`src/rtl/apb_pkg.sv`:
```
// Shared APB definitions for the requester and completer sides: bus FSM states,
// default bus widths and the command record.
package apb_pkg;

  localparam int unsigned ApbAddrWidth = 6;
  localparam int unsigned ApbDataWidth = 8;

  typedef enum logic [1:0] {
    IDLE,
    SETUP,
    ACCESS
  } apb_state_e;

  typedef struct packed {
    logic                    write;
    logic [ApbAddrWidth-1:0] addr;
    logic [ApbDataWidth-1:0] wdata;
  } apb_cmd_t;

endpackage

```
`src/rtl/apb_timeout_counter.sv`:
```
// ACCESS wait-state watchdog: counts enabled cycles and flags the cycle on which the
// TimeoutCycles-th wait would complete.
module apb_timeout_counter #(
  parameter int unsigned TimeoutCycles = 16
) (
  input  logic clk,
  input  logic reset,
  input  logic clear,
  input  logic enable,
  output logic expired
);

  localparam int unsigned CntWidth = $clog2(TimeoutCycles + 1);

  logic [CntWidth-1:0] count_q, count_d;

  // The count would reach TimeoutCycles on this edge, so abort now.
  assign expired = enable && (count_q == CntWidth'(TimeoutCycles - 1));

  always_comb begin
    count_d = count_q;
    if (clear) begin
      count_d = '0;
    end else if (enable && !expired) begin
      count_d = count_q + 1'b1;
    end
  end

  always_ff @(posedge clk or posedge reset) begin
    if (reset) begin
      count_q <= '0;
    end else begin
      count_q <= count_d;
    end
  end

endmodule

```
`src/rtl/apb_master_8bit.sv`:
```
// APB requester: valid/ready command in, SETUP/ACCESS transfer out, one-cycle response.
// Define APB_MASTER_TIMEOUT_EN to abort ACCESS after TimeoutCycles wait states.
module apb_master_8bit
  import apb_pkg::*;
#(
  parameter int unsigned AddrWidth     = ApbAddrWidth,
  parameter int unsigned DataWidth     = ApbDataWidth,
  parameter int unsigned TimeoutCycles = 16
) (
  input  logic                 clk,
  input  logic                 reset,
  input  logic                 cmd_valid,
  output logic                 cmd_ready,
  input  logic                 cmd_write,
  input  logic [AddrWidth-1:0] cmd_addr,
  input  logic [DataWidth-1:0] cmd_wdata,
  output logic                 rsp_valid,
  output logic [DataWidth-1:0] rsp_rdata,
  output logic                 rsp_err,
  output logic                 rsp_timeout,
  output logic                 psel,
  output logic                 penable,
  output logic                 pwrite,
  output logic [AddrWidth-1:0] paddr,
  output logic [DataWidth-1:0] pwdata,
  input  logic [DataWidth-1:0] prdata,
  input  logic                 pready,
  input  logic                 pslverr
);

  if (DataWidth != 8 || TimeoutCycles == 0) begin : g_bad_param
    $error("apb_master_8bit: DataWidth must be 8 and TimeoutCycles nonzero");
  end

  apb_state_e           state_q, state_d;
  logic                 cmd_ready_q, cmd_ready_d;
  logic                 psel_q, psel_d;
  logic                 penable_q, penable_d;
  logic                 pwrite_q, pwrite_d;
  logic [AddrWidth-1:0] paddr_q, paddr_d;
  logic [DataWidth-1:0] pwdata_q, pwdata_d;
  logic                 rsp_valid_q, rsp_valid_d;
  logic [DataWidth-1:0] rsp_rdata_q, rsp_rdata_d;
  logic                 rsp_err_q, rsp_err_d;

`ifdef APB_MASTER_TIMEOUT_EN
  logic rsp_timeout_q, rsp_timeout_d;
  logic tmo_expired;

  apb_timeout_counter #(
    .TimeoutCycles(TimeoutCycles)
  ) u_timeout (
    .clk    (clk),
    .reset  (reset),
    .clear  (state_q == SETUP),
    .enable ((state_q == ACCESS) && !pready),
    .expired(tmo_expired)
  );

  assign rsp_timeout = rsp_timeout_q;
`else
  assign rsp_timeout = 1'b0;
`endif

  always_comb begin
    state_d     = state_q;
    cmd_ready_d = cmd_ready_q;
    psel_d      = psel_q;
    penable_d   = penable_q;
    pwrite_d    = pwrite_q;
    paddr_d     = paddr_q;
    pwdata_d    = pwdata_q;
    rsp_valid_d = 1'b0;
    rsp_rdata_d = rsp_rdata_q;
    rsp_err_d   = rsp_err_q;
`ifdef APB_MASTER_TIMEOUT_EN
    rsp_timeout_d = rsp_timeout_q;
`endif
    case (state_q)
      IDLE: begin
        if (cmd_valid && cmd_ready_q) begin
          state_d     = SETUP;
          cmd_ready_d = 1'b0;
          psel_d      = 1'b1;
          pwrite_d    = cmd_write;
          paddr_d     = cmd_addr;
          pwdata_d    = cmd_wdata;
        end
      end
      SETUP: begin
        state_d   = ACCESS;
        penable_d = 1'b1;
      end
      ACCESS: begin
        // Completion takes priority over a watchdog expiring on the same cycle.
        if (pready) begin
          state_d     = IDLE;
          cmd_ready_d = 1'b1;
          psel_d      = 1'b0;
          penable_d   = 1'b0;
          rsp_valid_d = 1'b1;
          rsp_err_d   = pslverr;
          rsp_rdata_d = pwrite_q ? '0 : prdata;
`ifdef APB_MASTER_TIMEOUT_EN
          rsp_timeout_d = 1'b0;
        end else if (tmo_expired) begin
          state_d       = IDLE;
          cmd_ready_d   = 1'b1;
          psel_d        = 1'b0;
          penable_d     = 1'b0;
          rsp_valid_d   = 1'b1;
          rsp_err_d     = 1'b1;
          rsp_rdata_d   = '0;
          rsp_timeout_d = 1'b1;
`endif
        end
      end
      default: state_d = IDLE;
    endcase
  end

  always_ff @(posedge clk or posedge reset) begin
    if (reset) begin
      state_q     <= IDLE;
      cmd_ready_q <= 1'b1;
      psel_q      <= 1'b0;
      penable_q   <= 1'b0;
      pwrite_q    <= 1'b0;
      paddr_q     <= '0;
      pwdata_q    <= '0;
      rsp_valid_q <= 1'b0;
      rsp_rdata_q <= '0;
      rsp_err_q   <= 1'b0;
`ifdef APB_MASTER_TIMEOUT_EN
      rsp_timeout_q <= 1'b0;
`endif
    end else begin
      state_q     <= state_d;
      cmd_ready_q <= cmd_ready_d;
      psel_q      <= psel_d;
      penable_q   <= penable_d;
      pwrite_q    <= pwrite_d;
      paddr_q     <= paddr_d;
      pwdata_q    <= pwdata_d;
      rsp_valid_q <= rsp_valid_d;
      rsp_rdata_q <= rsp_rdata_d;
      rsp_err_q   <= rsp_err_d;
`ifdef APB_MASTER_TIMEOUT_EN
      rsp_timeout_q <= rsp_timeout_d;
`endif
    end
  end

  assign cmd_ready = cmd_ready_q;
  assign psel      = psel_q;
  assign penable   = penable_q;
  assign pwrite    = pwrite_q;
  assign paddr     = paddr_q;
  assign pwdata    = pwdata_q;
  assign rsp_valid = rsp_valid_q;
  assign rsp_rdata = rsp_rdata_q;
  assign rsp_err   = rsp_err_q;

endmodule

```
`config.mk`:
```
export PLATFORM = sky130hd
export DESIGN_NAME = apb_master_8bit
export DESIGN_NICKNAME = d
export VERILOG_FILES = /design/src/rtl/apb_pkg.sv /design/src/rtl/apb_timeout_counter.sv /design/src/rtl/apb_master_8bit.sv
export SDC_FILE = /design/constraint.sdc
export NUM_CORES = 1
export LEC_CHECK = 0
export BUFFER_PORTS_ARGS = -buffer_cell sky130_fd_sc_hd__buf_4
export CORE_AREA = 2 2 59 61
export CTS_BUF_LIST = sky130_fd_sc_hd__clkbuf_8
export DETAILED_ROUTE_END_ITERATION = 7
export DIE_AREA = 0 0 61 63
export PLACE_DENSITY_LB_ADDON = 0.1
export SLEW_MARGIN = 10
export SYNTH_ARGS = -nofsm -noshare
export SYNTH_HDL_FRONTEND = slang
export SYNTH_SLANG_ARGS = --single-unit
```
`constraint.sdc`:
```
create_clock -name clk -period 2 [get_ports clk]
set_input_delay 0.5 -clock clk [delete_from_list [all_inputs] [get_ports clk]]
set_output_delay 0.5 -clock clk [all_outputs]
set_load 0.02 [all_outputs]
```
==> results_dict.tcl <==
set metrics [dict create \
    end_kind "flop" \
    regArea_sq_um 752 \
    n_antenna_cell 0 \
    gr-total-overflow 0 \
    crit_start "state_q[0]" \
    regToRegStartpoint "state_q[0]" \
    drt_wl_total_um 2360 \
    final_cell_mix "buf_4, dfrtp_1, o21ai_0" \
    finalCritPeriodShare_pct 77.2 \
    first_pass_iters 2 \
    power.switching_w 0.000880 \
    drc 0 \
    hold_viol 0 \
    multi_input_area_sq_um 432 \
    initial_core_util_pct 38.3 \
    max_freq_mhz 647 \
    required_ns 2.16 \
    antenna_found_initial 0 \
    final_core_util_pct 55.3 \
    yosys.cell_types.count 20 \
    clkPwrFrac_pct 18.7 \
    worstPathArrival_ns 1.70 \
    grt_util_met3_pct 4.14 \
    core_sq_um 3230 \
    cts_hold_buf 0 \
    top_usage_layer "met2" \
    vias 892 \
    final_nets 183 \
    gr-usage-met1_pct 15.7 \
    syn_area_sq_um 1240 \
    crit_type "flop to flop" \
    cts_resized 0 \
    post-cts-setup-buffers 0 \
    finalPower_w 0.00256 \
    cts.sinks 30 \
    synthCells 94 \
    rsz0062_at_grt "no" \
    cts_root_buffer "clkbuf_8" \
    syn-num-nets 122 \
    min_path_type "input port to asynchronous set/reset pin" \
    grtUsageMet2_pct 23.3 \
    power_leakage_nw 0.912 \
    yosys_warnings 0 \
    drt-initial-drc-count 16 \
    die_height_um 63 \
    crit_path_max_fanout 16 \
    gp_congestion 0.701 \
    die-area_sq_um 3840 \
    setup_viol 0 \
    dp_hpwl_um 1700 \
    n_fill_cell 283 \
    grt_start_max_net_pins 31 \
    intPower_w 0.00168 \
    grt_pass1_wl_um 3950 \
    power.density_nw_per_um2 1430 \
    ios 57 \
    htree_levels 2 \
    io_buffers 55 \
    pwr-share-comb_pct 41.7 \
    setup-tns-final_ns 0 \
    synth_seq_cells 30 \
    max_cap_violations 0 \
    irDropWorstVdd_mv 0.593 \
    grt_pass1_vias 924 \
    final_area_sq_um 1790 \
    clk_pin_slew_ns 0.06 \
    layout_min_cycle_time_ns 1.54 \
    fp.dieW_um 61 \
    slew_violations 0 \
    rows 21 \
    syn2layout_area_growth_pct 44.2 \
    tritoncts "done" \
    cts_made_buffers 5 \
    switching_share_pct 34.4 \
    synth-seq-area-share_pct 60.7 \
    routedWlPerCell_um 11.7 \
    cp-start-kind "flop" \
    postPlaceCellArea_sq_um 1700 \
    vias_per_cell 4.42 \
    ant_nets 0 \
    skew_ns 0.00258 \
    status "completed" \
    syn_avg_cell_area_sq_um 13.2 \
    clk_path_buf_depth 2 \
    clk_latency_ns 0.27 \
    grt_usage_pct 14.2 \
    drive_gt1_share_pct 53.8 \
    power_frac_seq_pct 39.6 \
    final_common_cell "buf_4" \
]
-- Yosys cell counts (all sizes together) --
library cell | instances | area, sq um
buf | 3 | 32.5
clkbuf | 1 | 3.75
a31oi | 1 | 6.26
nor3b | 1 | 18.8
o21ai | 10 | 50.1
dfrtp | 29 | 726
nor2 | 1 | 3.75
inv | 5 | 18.8
nand3b | 1 | 7.51
nand2b | 9 | 63.8
conb | 1 | 3.75
mux2 | 16 | 214
nand2 | 9 | 33.8
dfstp | 1 | 26.3
a21oi | 5 | 25.0
nand3 | 1 | 5.00
-- area by class of cell --
| type | instances | area share [%] |
|---|---|---|
| well taps | 46 | 3.22 |
| repair buffers | 58 | 24.4 |
| clock buffers | 6 | 4.62 |
| inverters | 5 | 1.05 |
| clock inverters | 2 | 0.490 |
| multi-input cells | 55 | 24.2 |
| flip-flops and latches | 30 | 42.1 |
-- path summary, 6_finish.rpt --
kind	endpoint	slack [ns]	depth (start not counted)
min	paddr[4]	0.30	3
min in group clk	pwdata[4]	0.45	2
min reg2reg	rsp_rdata[0]	0.48	2
max reg2reg	pwdata[7]	0.46	4
max	pwdata[7]	0.46	4
max in group asynchronous	cmd_ready	1.39	3
-- power by group through the flow --
stage          Sequential, W  Combinational [W]  Clock [W]
2_1_floorplan        0.00131           0.000293          0
3_3_place_gp         0.00102            0.00107          0
3_5_place_dp         0.00102            0.00109          0
4_1_cts              0.00102            0.00108   0.000500
5_1_grt              0.00106            0.00114   0.000534
6_report             0.00101            0.00107   0.000480
-- metal layers --
layer | vias up | share of wire (%)
li1 | 430 | -
met1 | 421 | 42
met2 | 37 | 49
met3 | 4 | 7.3
met4 | 0 | 1.7
met5 | - | 0
-- state kept, by name (all words and copies together), names as in the netlist --
register   cells
paddr          6
pwrite         1
penable        1
pwdata         8
rsp_err        1
rsp_valid      1
state_q        2
psel           1
cmd_ready      1
rsp_rdata      8
-- per-stage QoR --
step	worst slack (ns)	instances	hold WS, ns
5_1_grt	0.384	202	0.343
3_3_place_gp	0.402	194	0.464
2_1_floorplan	0.423	94	0.540
4_1_cts	0.441	202	0.304
6_report	0.455	202	0.301
3_5_place_dp	0.363	194	0.474
-- logic make-up (layout without fill, tap and decap cells) --
family,after synthesis,count (layout),share of synthesized area (%)
other,1,1,0.303
flip-flops,30,30,60.7
AND/OR/NAND/NOR,22,22,10.7
multiplexers,16,16,17.3
buffers and inverters,9,71,4.44
AO/OA/AOI/OAI,16,16,6.57
-- critical path: stages (launching register included) --
cell,delay (ns)
dfrtp_1,0.42
nand2b_4,0.17
nor3b_4,0.17
buf_4,0.28
mux2_2,0.38
(Power assumes the default switching activity.)
